[src/rtl/pipe_stage_elastic.sv]
// Elastic pipeline register for {pc, ir, data}: valid/ready handshake, main + skid storage,
// stall freeze, flush-to-bubble and a saturating count of entries killed by flush.
module pipe_stage_elastic #(
    parameter int unsigned         PC_W     = 32,
    parameter int unsigned         IR_W     = 32,
    parameter int unsigned         DATA_W   = 64,
    parameter logic [IR_W-1:0]     NOP_INST = 32'h00000013,
    parameter int unsigned         CNT_W    = 16
) (
    input  logic              clk,
    input  logic              rst,
    input  logic              stall,
    input  logic              flush,
    input  logic              in_valid,
    output logic              in_ready,
    input  logic [PC_W-1:0]   in_pc,
    input  logic [IR_W-1:0]   in_ir,
    input  logic [DATA_W-1:0] in_data,
    output logic              out_valid,
    input  logic              out_ready,
    output logic [PC_W-1:0]   out_pc,
    output logic [IR_W-1:0]   out_ir,
    output logic [DATA_W-1:0] out_data,
    output logic [1:0]        occupancy,
    output logic [CNT_W-1:0]  kill_cnt
);

    typedef enum logic [1:0] {
        EMPTY = 2'd0,
        ONE   = 2'd1,
        FULL  = 2'd2
    } state_t;

    state_t            state;
    logic [PC_W-1:0]   main_pc,   skid_pc;
    logic [IR_W-1:0]   main_ir,   skid_ir;
    logic [DATA_W-1:0] main_data, skid_data;

    logic              acc;
    logic              dep;
    logic              load_main_in;
    logic              load_main_skid;
    logic              load_skid;
    logic [CNT_W:0]    kill_sum;

    // in_ready depends only on registered state and stage controls, never on out_ready
    assign in_ready  = rst & ~stall & ~flush & (state != FULL);
    assign out_valid = (state != EMPTY);
    assign occupancy = state;
    assign acc       = in_valid & in_ready;
    assign dep       = out_valid & out_ready & ~stall;

    assign load_main_in   = acc & ((state == EMPTY) | ((state == ONE) & dep));
    assign load_main_skid = (state == FULL) & dep & ~flush;
    assign load_skid      = acc & (state == ONE) & ~dep;

    assign kill_sum = {1'b0, kill_cnt} + (CNT_W+1)'(occupancy);

    always_ff @(posedge clk or negedge rst) begin
        if (!rst) begin
            state    <= EMPTY;
            kill_cnt <= '0;
        end else if (flush) begin
            state    <= EMPTY;
            kill_cnt <= kill_sum[CNT_W] ? '1 : kill_sum[CNT_W-1:0];
        end else begin
            unique case (state)
                EMPTY:   if (acc) state <= ONE;
                ONE:     if (acc && !dep) state <= FULL;
                         else if (!acc && dep) state <= EMPTY;
                FULL:    if (dep) state <= ONE;
                default: state <= EMPTY;
            endcase
        end
    end

    always_ff @(posedge clk or negedge rst) begin
        if (!rst) begin
            main_pc   <= '0;
            main_ir   <= NOP_INST;
            main_data <= '0;
        end else if (load_main_in) begin
            main_pc   <= in_pc;
            main_ir   <= in_ir;
            main_data <= in_data;
        end else if (load_main_skid) begin
            main_pc   <= skid_pc;
            main_ir   <= skid_ir;
            main_data <= skid_data;
        end
    end

    always_ff @(posedge clk or negedge rst) begin
        if (!rst) begin
            skid_pc   <= '0;
            skid_ir   <= NOP_INST;
            skid_data <= '0;
        end else if (load_skid) begin
            skid_pc   <= in_pc;
            skid_ir   <= in_ir;
            skid_data <= in_data;
        end
    end

    // main regs keep stale contents after dequeue; an empty stage presents a bubble instead
    assign out_pc   = out_valid ? main_pc   : '0;
    assign out_ir   = out_valid ? main_ir   : NOP_INST;
    assign out_data = out_valid ? main_data : '0;

endmodule

[config.mk]
export PLATFORM = sky130hd
export DESIGN_NAME = pipe_stage_elastic
export DESIGN_NICKNAME = d
export VERILOG_FILES = /design/src/rtl/pipe_stage_elastic.sv
export SDC_FILE = /design/constraint.sdc
export NUM_CORES = 1
export LEC_CHECK = 0
export ABC_CLOCK_PERIOD_IN_PS = 2000
export BUFFER_PORTS_ARGS = -buffer_cell sky130_fd_sc_hd__buf_4
export CORE_MARGIN = 2
export CORE_UTILIZATION = 40
export CTS_BUF_LIST = sky130_fd_sc_hd__clkbuf_4 sky130_fd_sc_hd__clkbuf_8 sky130_fd_sc_hd__clkbuf_16
export DETAILED_ROUTE_END_ITERATION = 8
export GPL_TIMING_DRIVEN = 0
export SLEW_MARGIN = 0
export SYNTH_ARGS = -nofsm -noshare
export SYNTH_HDL_FRONTEND = slang
export SYNTH_SLANG_ARGS = --single-unit
[constraint.sdc]
create_clock -name clk -period 2 [get_ports clk]
set_input_delay 0.2 -clock clk [delete_from_list [all_inputs] [get_ports clk]]
set_output_delay 0.2 -clock clk [all_outputs]
set_load 0.02 [all_outputs]
; ---- Word level (Yosys, flattened, before mapping)
; Cells that the tools add are included.
[op_classes]
addsub = 1
mul = 0
div_mod_pow = 0
magnitude_cmp = 0
n_eq_ne = 6
n_shift = 0
muxes = 16
bitwise = 16
reduce_logical = 8
[ops]
columns = op, n
row1 = $mux 32, 6
row2 = $mux 64, 3
row3 = $add 16x2->17, 1
row4 = $mux 16, 1
row5 = $and 1x1->1, 12
row6 = $mux 2, 5
row7 = $ne 3x3->1 const B, 2
row8 = $pmux 2 s3, 1
row9 = $ne 4x2->1 const B, 1
row10 = $reduce_bool 2->1, 2
row11 = $not 1->1, 3
row12 = $reduce_and 3->1, 1
row13 = $eq 2x1->1 const B, 1
row14 = $eq 2x2->1 const B, 1
row15 = $logic_and 1x1->1, 2
row16 = $logic_not 1->1, 2
row17 = $logic_not 2->1, 1
row18 = $ne 2x2->1 const B, 1
row19 = $or 1x1->1, 1
[totals]
register_bits = 274
latchBits = 0
mem_bits_rw = 0
romBits = 0
input_bits = 134
output_inout_bits = 148
memories = 0

; ---- Logic depth before layout (Yosys ltp)
; Gate-level depths: netlist of the first run.
[logic_depth]
depth_word = 11
depth_mapped = 8
mapped_depth_nobuf = 7

; ---- Worst setup path after synthesis of the first run
; Ideal clock, no wire load.
[synth_path]
path_kind = register -> register
from = reg state[0] (netlist: occupancy[0])
to = reg kill_cnt[11]
arrival_ps = 2232
required_ps = 1917
setup_slack_ps = -314
stages_incl_launch_ff = 9
period_less_slack_ps = 2314
cell_sequence = dfrtp_1 -> ha_1 -> inv_1 -> fa_1 -> nand3b_1 -> nor4_1 -> nand3_1 -> clkbuf_1 -> o21ai_0
[synth_between]
elab_chain_len = 2
[synth_rtl]
columns = element, line
row1 = "start, declared", 34  ; state_t state;
row2 = "start signal, assigned", 61  ; state <= EMPTY;
row3 = "start signal, assigned", 64  ; state <= EMPTY;
row4 = "start signal, assigned", 68  ; EMPTY: if (acc) state <= ONE;
row5 = $add 16x2->17, 57  ; assign kill_sum = {1'b0, kill_cnt} + (CNT_W+1)'(occupancy);
row6 = $mux 16, 65  ; kill_cnt <= kill_sum[CNT_W] ? '1 : kill_sum[CNT_W-1:0];
row7 = "end signal, assigned", 65
row8 = "end, declared", 25  ; output logic [CNT_W-1:0] kill_cnt
; No other way between the ends.
; A chain may end at the register's enable or synchronous reset.

; ---- Worst setup path in the final report of the first run
[layout_path]
from = reg state[1] (netlist: occupancy[1])
to = out out_data[58]
[layout_between]
elab_chain_len = 2
[layout_rtl]
columns = element, line
row1 = $reduce_bool 2->1, 48  ; assign out_valid = (state != EMPTY);
row2 = $mux 64, 108  ; assign out_data = out_valid ? main_data : '0;
row3 = "end, declared", 23  ; output logic [DATA_W-1:0] out_data,
; No other way between the ends.

==> results.toml, run 1 <==
[cts]
clk_pin_slew_ps = 60
cts_max_path_buffers = 3
cts.sinks = 274
clockRootBuffer = "clkbuf_16"
clock_latency_ps = 550
cts_buffers = 31
htreeDepth = 1
cts_tree = "built"

[logic_synthesis]
synth_compound_area_frac = 0.138
synth.area.top_cells = "dfrtp_1 55%, mux2_4 15%, a22oi_1 7.8%, o21ai_0 4.6%, inv_1 4.1%"
synth_top_family_by_area = "multiplexers"
syn_avg_cell_area_sq_um = 11.4
synth-simple-area-share = 0.0641
synth_mux_area_frac = 0.157
syn_inst = 1079
synth_seq_area_share = 0.559
syn_nets = 1216
synthAdderAreaFrac = 0.00367
netlist_area_sq_um = 12300
ys_ff_latch = 274
yosysWarnings = 0
yosysTopAreaCell = "dfrtp_1"
synth_top_cell_area_share = 0.546
synth-xor-area-share = 0.00571
yosysUniqueCellTypes = 39

[route]
routed_wl_mm = 36.4
num_vias = 9957
drt-initial-drc-count = 546
first_pass_iters = 5
post_drt_wl_per_cell_um = 18.4
viasPerCell = 5.02
drc = 0
ant_nets = 0

[worst_setup_path]
reg2reg_slack_ps = -50
cp_max_fo = 6
cp.arrival_ps = 1860
endpoint_kind = "output pin"
r2r_start = "occupancy[0]"
startpoint = "occupancy[1]"
critPathLaunchType = "flop"
crit_required_ps = 1800
path_class = "flop to output pin"

[grt]
grt_max_degree = 94
grt_pass1_wl_mm = 55.5
antenna_found_initial = 2
track_usage = 0.220
grt-ovfl-total = 0
grt_pass1_vias = 9934

[timing]
rsz0062_at_grt = "true"
worst_slack_ps = -58.7
slew-limit-headroom = 0.579
max_freq_mhz = 486
setup_viol = 267
worst-slew-pin-transition_ps = 630
hold_viol_final = 0
slew_viol_final = 0
fin_worst_skew_ps = 7.88
min_period_over_period = 1.03
timing.hold.ws_ps = 106
period_minus_slack_ps = 2060

[placed_design]
gp_congestion = 0.747
place_area_sq_um = 14900
hpwl_mm = 22.0
io_buffers = 280

[run]
drv_cap = 0

[die]
fp.dieW_um = 179
io_pins = 282
die_h_um = 179
start_util = 0.403
row_count = 64
design.die.area_sq_um = 32100
core_sq_um = 30400

[power]
p_leak_nw = 9.45
p_total_mw = 15.1
power.density_nw_per_um2 = 807
vdd_drop_max_uv = 635

[layout]
final_nets = 1706
drive_gt1_frac = 0.382
postLayoutCellArea_sq_um = 18700
area_growth_pct = 51.9

[hold_path]
hold_path_class = "input port to flop"
hold_path_startpoint = "in_valid"

[status]
outcome = "complete, but fails checks"
violations = "setup timing"
[logic make-up (layout without fill, tap and decap cells)]
logic type,count (synthesis),in the layout
and+or+nand+nor,187,187
adders and majority gates,3,3
AOI/OAI and AO/OA,272,272
buffers and inverters,204,713
muxes,131,131
xor gates and xnor gates,8,8
other,0,1
DFF,274,274
[synthesized netlist by cell type]
cell type  number
a22oi_1       128
nand4_1         2
mux2_2          2
nand2_1        23
nor2_1        132
buf_4           1
clkbuf_1       40
a31oi_1         1
buf_2          11
ha_1            2
nand3b_1        1
xnor2_1         5
or4b_2          1
o21ai_1        20
mux2i_1         1
nor4b_1         1
nor3_1          3
and3_1          6
dfrtp_1       268
nor4_1          2
fa_1            1
or4_4           1
nor2b_1         4
or2_1           1
inv_1         133
a2111oi_2       1
or2_2           1
o21ai_0       114
mux2_4        120
o21a_1          1
nand3_1         7
a21oi_1         7
nand2b_1        1
buf_6          14
buf_1           5
mux2_1          8
or3b_4          1
xor2_1          3
dfstp_2         6
[worst paths after layout]
check / endpoint / cells past startpoint
setup reg to reg: main_data[8] / 8
hold / removal: occupancy[1] / 4
hold reg to reg: skid_data[0] / 1
max in group asynchronous: skid_ir[4] / 4
min in group asynchronous: skid_data[15] / 3
setup / recovery: out_data[58] / 5
[report_power, final]
part	switching, mW	internal, mW
clock network	2.23	3.39
logic	1.30	1.36
registers	0.357	6.42
total	3.88	11.2
[timing repair]
action	4_1_cts	5_1_grt
pin swaps	3	6
gates cloned	6	12
endpoints found under the hold margin	479	0
endpoints found under the setup margin	401	385
hold buffers	140	0
setup buffers	16	3
resized for setup	141	84
[cell usage in the layout, fill, tap and decap left out, types with 7 or more instances in the layout]
cell type / count
clkbuf_4: 8
mux2_4: 121
dlygate4sd3_1: 136
clkbuf_8: 14
inv_1: 132
buf_6: 34
clkbuf_16: 44
nor2_1: 120
o21ai_1: 22
o21ai_0: 110
dfrtp_1: 266
nand2_1: 19
buf_4: 290
clkbuf_2: 11
buf_8: 19
mux2_1: 8
buf_12: 9
nor2_2: 7
a22oi_1: 128
[state kept, by name, indices dropped and copies added (netlist names)]
signal,cells
kill_cnt,16
main_data,64
main_ir,32
main_pc,32
occupancy,2
skid_data,64
skid_ir,32
skid_pc,32
[layout make-up]
class	instances	area, sq um
clock inverters	5	56.3
clock buffers	47	958
repair buffers	458	4280
fillers	2481	11800
diodes	1	2.50
flip-flops and latches	274	6870
plain buffers	70	822
inverters	133	499
well taps	396	495
multi-input cells	601	4670
[routing by layer]
| metal | up-vias | wire length, um | track usage |
|---|---|---|---|
| met5 | - | 0 | 0 |
| met4 | 0 | 499 | 0.0407 |
| met3 | 29 | 2230 | 0.0462 |
| met2 | 299 | 17100 | 0.350 |
| met1 | 4983 | 16600 | 0.313 |
| li1 | 4646 | - | - |
[metrics by stage]
step | setup WS, ps | TNS, ps | util | std cells
2_1_floorplan | 2.72 | 0 | - | 1079
3_3_place_gp | -3610 | -1359320 | 0.489 | 1755
3_5_place_dp | -1840 | -438550 | 0.491 | 1757
4_1_cts | -110 | -4440 | 0.596 | 1971
5_1_grt | -170 | -33740 | 0.613 | 1985
6_report | -58.7 | -5850 | 0.613 | 1985
[critical path, stage by stage, from the launching register on]
cell      delay [ps]
dfrtp_2          460
nor2_4           230
buf_6            230
clkbuf_8         180
nor2_1            40
buf_4            150
Note: power is estimated with default switching activity, not from simulation.
==> inputs of run 2 (changes only) <==
- ABC_CLOCK_PERIOD_IN_PS: 2000 -> 2110
- CORE_ASPECT_RATIO: default -> 1.4
- clock period: 2 -> 2.11 ns (I/O delays scaled with it)
==> run 2 against run 1 <==
The run still ends with setup timing left; first-iteration DRC count shrank 21%; combinational power down 4%; routed wire length fell by 1.5%; critical path depth up 5; hold slack worse by 67 ps; via count is 1.2% lower; clock power down 8.3%; flip-flop and latch count is the same; critical endpoint is now kill_cnt[14]; largest cell class unchanged; largest power group unchanged.
==> results.toml, run 2 (same netlist as run 1, synthesis figures left out) <==
[status]
outcome = "complete, but fails checks"
violations = "setup timing"

[die]
start_util = 0.407
die_h_um = 211
fp.dieW_um = 152
row_count = 75
core_sq_um = 30100
io_pins = 282
design.die.area_sq_um = 32100

[timing]
min_period_over_period = 1.00
setup_viol = 1
worst_slack_ps = -4.85
fin_worst_skew_ps = 8.48
slew-limit-headroom = 0.591
fin_tns_setup_ps = -4.85
rsz0062_at_grt = "true"
max_freq_mhz = 473
period_minus_slack_ps = 2110
slew_viol_final = 0
worst-slew-pin-transition_ps = 614
hold_viol_final = 0

[placed_design]
gp_congestion = 0.787
place_area_sq_um = 14900
pre_cts_ws_ps = -1310
io_buffers = 280
hpwl_mm = 22.6

[layout]
final_common_cell = "dfrtp_1"
final_cell_mix = "266 x dfrtp_1, 259 x buf_4, 135 x dlygate4sd3_1, 133 x inv_1, 128 x a22oi_1"
area_growth_pct = 49.4
drive_gt1_frac = 0.388
final_nets = 1692
reg_top3 = "main_data (64), skid_data (64)"
postLayoutCellArea_sq_um = 18300
fillers = 2431
antenna_cells = 0

[worst_setup_path]
endpoint_kind = "flop"
path_class = "flop to flop"
crit_required_ps = 2580
cp_max_fo = 4
cpPeakStageDelay_ps = 420
critPathLaunchType = "flop"
worst-path-buf-inv = 4
cp.arrival_ps = 2580
crit_top_cell = "buf_4"
crit_slowest_cell = "dfrtp_2"
path_cells = "ha_4 -> inv_1 -> fa_2 -> nand3b_1 -> nor4_4 -> buf_4 -> buf_4 -> buf_4 -> nor2_1 -> a21oi_1"
cp_top_family = "simple AND/OR/NAND/NOR gates"

[power]
vdd_drop_max_uv = 568
p_total_mw = 14.1
power.density_nw_per_um2 = 770
p_leak_nw = 9.32

[cts]
cts_max_path_buffers = 3
cts_buffers = 28
cts_tree = "built"
clockRootBuffer = "clkbuf_16"
htreeDepth = 1
clock_latency_ps = 550
clk_pin_slew_ps = 60
cts.sinks = 274

[run]
drv_cap = 0

[grt]
grt_max_degree = 119
grt-ovfl-total = 0
antenna_found_initial = 0
grt_pass1_wl_mm = 56.3
track_usage = 0.216
grt_pass1_vias = 10400

[route]
drt-initial-drc-count = 433
wl_met2_mm = 18.1
drc = 0
ant_nets = 0
first_pass_iters = 5
post_drt_wl_per_cell_um = 18.3
viasPerCell = 5.02
dr_wl_met3_mm = 1.83
routed_wl_mm = 35.9
num_vias = 9835
top_layer_used = "met4"
met1_length_mm = 15.1

[hold_path]
hold_path_class = "input port to async pin"
==> run 2: report_power, final <==
part	leakage, nW	switching, mW	internal, mW
Combinational	5.31	1.27	1.28
Sequential	3.52	0.332	6.08
Clock	0.488	2.11	3.06
==> run 2: repair_timing <==
item,4_1_cts,5_1_grt
endpoints found under the hold margin,359,0
pin swaps,3,8
gates resized for setup,73,139
gates cloned,2,7
endpoints found under the setup margin,389,322
hold buffers,140,0
setup buffers,10,5
==> run 2: routing by layer <==
layer | vias to the layer above | GRT usage
met5 | - | 0
met4 | 0 | 0.0648
met3 | 56 | 0.0371
met2 | 274 | 0.373
met1 | 4897 | 0.279
li1 | 4608 | -
==> run 2: layout make-up <==
type | instances | area, sq um | share of cell area
multi-input cells | 601 | 4740 | 0.259
clock inverters | 10 | 100 | 0.00546
clock buffers | 40 | 858 | 0.0468
flip-flops and latches | 274 | 6870 | 0.374
inverters | 133 | 499 | 0.0272
plain buffers | 71 | 628 | 0.0342
well taps | 385 | 482 | 0.0263
repair buffers | 446 | 4170 | 0.227
==> run 2: path summary, 6_finish.rpt <==
| check | to | start | depth (start not counted) | slack (ps) |
|---|---|---|---|---|
| max | kill_cnt[14] | occupancy[0] | 10 | -5 |
| min | main_data[37] | rst | 5 | 40 |
| max reg2reg | kill_cnt[14] | occupancy[0] | 10 | -5 |
| min reg2reg | skid_data[63] | skid_data[63] | 1 | 500 |
| max in group asynchronous | main_ir[13] | rst | 6 | 1110 |
| min in group clk | occupancy[0] | out_ready | 5 | 80 |
==> run 2: worst reg2reg max path, cell delays in order (launching register included) <==
cell,delay [ps]
dfrtp_2,420
ha_4,150
inv_1,50
fa_2,330
nand3b_1,310
nor4_4,270
buf_4,170
buf_4,90
buf_4,100
nor2_1,30
a21oi_1,120
==> run 2: through the flow <==
stage / instances / hold WS (ps) / util
after floorplan: 1079 / -84.6 / -
after global placement: 1744 / 435 / 0.494
after detailed placement: 1746 / 132 / 0.496
after CTS: 1948 / 42.4 / 0.587
after global routing: 1960 / 80.8 / 0.609
final: 1960 / 39.3 / 0.609
==> inputs of run 3 (changes only) <==
- CELL_PAD_IN_SITES_DETAIL_PLACEMENT: default -> 0
- CELL_PAD_IN_SITES_GLOBAL_PLACEMENT: default -> 1
- CORE_UTILIZATION: 40 -> 25
- CTS_BUF_LIST: sky130_fd_sc_hd__clkbuf_4 sky130_fd_sc_hd__clkbuf_8 sky130_fd_sc_hd__clkbuf_16 -> sky130_fd_sc_hd__clkbuf_16
- PLACE_DENSITY_LB_ADDON: default -> 0.1
==> run 3 against run 2 <==
The flow now finishes without violations; total power grew 1.0%; die area grew 58%; first-iteration DRC count grew 1.4%; cell count grew 14%; core utilization shrank 21 points; sequential power is essentially flat; final area grew 4.8%; combinational power grew 5%; largest cell class unchanged.
==> results.toml, run 3 (same netlist as run 1, synthesis figures left out) <==
[status]
outcome = "completed"

[layout]
final_common_cell = "dfrtp_1"
reg_top3 = "main_data (64), skid_data (64)"
final_util = 0.394
postLayoutCellArea_sq_um = 19200
fin_cells = 2236
final_cell_mix = "266 x dfrtp_1, 247 x buf_4, 139 x dlygate4sd3_1, 136 x inv_1, 128 x a22oi_1"
fillers = 4892
area_growth_pct = 56.7
final_nets = 1710
drive_gt1_frac = 0.411

[cts]
clk_pin_slew_ps = 60
clock_latency_ps = 570
htreeDepth = 1
cts_tree = "built"
cts_buffers = 31
cts.sinks = 274
clockRootBuffer = "clkbuf_16"
cts_max_path_buffers = 3

[timing]
period_minus_slack_ps = 2080
hold_viol_final = 0
rsz0062_at_grt = "true"
fin_worst_skew_ps = 6.87
worst-slew-pin-transition_ps = 1040
slew-limit-headroom = 0.302
setup_viol = 0
min_period_over_period = 0.986
max_freq_mhz = 481
slew_viol_final = 0

[hold_path]
hold_path_class = "input port to flop"

[worst_setup_path]
endpoint_kind = "flop"
crit_required_ps = 2560
path_class = "input port to flop"
crit_slowest_cell = "dlygate4sd3_1"
cp_top_family = "buffers and inverters"
cp_max_fo = 10
cp.arrival_ps = 2530
critPathLaunchType = "input port"
path_cells = "dlygate4sd3_1 -> buf_4 -> or3b_4 -> or4_4 -> clkbuf_16 -> buf_6 -> mux2_4"
cpPeakStageDelay_ps = 530
worst-path-buf-inv = 4

[power]
vdd_drop_max_uv = 612
power.density_nw_per_um2 = 742
p_total_mw = 14.3
p_leak_nw = 9.53

[route]
post_drt_wl_per_cell_um = 18.9
drc = 0
ant_nets = 0
num_vias = 9761
routed_wl_mm = 42.3
drt-initial-drc-count = 439
first_pass_iters = 5
viasPerCell = 4.37

[placed_design]
place_inst = 1999
io_buffers = 280
hpwl_mm = 26.3
gp_congestion = 0.708
place_area_sq_um = 15300

[die]
die_h_um = 266
row_count = 96
start_util = 0.252
design.die.area_sq_um = 50900
io_pins = 282
fp.dieW_um = 191
core_sq_um = 48800

[grt]
grt-ovfl-total = 0
grt_pass1_vias = 10300
antenna_found_initial = 2
track_usage = 0.161
grt_max_degree = 72
grt_pass1_wl_mm = 63.3

[run]
drv_cap = 0
[run 3: cell count changes in the layout (fill, tap and decap cells not counted), moves of 10 or more]
cell and delta:
buf_4 -12, nor2_1 -34, nor2_2 +35, buf_6 +31
clkbuf_16 +10, clkbuf_4 +14, clkinv_1 +10, clkbuf_2 -22
[run 3: metrics by stage]
step / setup TNS, ps / setup WS (ps) / hold WS (ps)
after floorplan: 0 / 76.4 / -84.6
after global routing: -909 / -33.2 / 91.9
after CTS: -729 / -69.0 / 27.0
after detailed placement: -450000 / -1820 / 128
final: 0 / 29.3 / 67.2
after global placement: -1436440 / -3600 / 436
[run 3: metal layers]
metal	share of wire	track usage	up-vias
met3	0.053	0.0331	47
met5	0	0	-
li1	-	-	4653
met1	0.44	0.214	4850
met2	0.49	0.270	211
met4	0.016	0.0362	0
[run 3: worst paths after layout]
path | cells after the start | slack (ps) | end | startpoint
max | 7 | 30 | skid_data[12] | flush
min | 4 | 70 | occupancy[1] | in_valid
max reg2reg | 9 | 60 | kill_cnt[11] | occupancy[0]
min reg2reg | 1 | 490 | skid_data[1] | skid_data[1]
max in group asynchronous | 5 | 760 | kill_cnt[1] | rst
min in group asynchronous | 3 | 290 | main_data[54] | rst
[run 3: area by class of cell]
cell class                 count  area [sq um]  area share
antenna                        2          5.00    0.000260
buffer                        71           810      0.0421
clock buffer                  31           776      0.0403
clock inverter                26           164     0.00852
inverter                     133           499      0.0260
multi-input combinational    601          4850       0.252
sequential                   274          6870       0.357
tap                          637           797      0.0414
timing repair buffer         461          4460       0.232
[run 3: report_power, final]
group	internal, mW	leakage, nW	switching (mW)
combinational	1.36	5.53	1.32
sequential	6.08	3.52	0.325
clock	2.88	0.484	2.30
[run 3: tightest hold or removal path, cell delays in order]
cell	delay, ps
buf_4	110
nand2_1	100
or4b_2	130
a21oi_1	50
[run 3: repair_timing]
item	in CTS	in global routing
hold endpoints to repair	418	0
endpoints found under the setup margin	400	270
pin swaps	6	8
hold buffers	143	0
buffers inserted	15	4
gates cloned	9	8
gates resized for setup	180	148
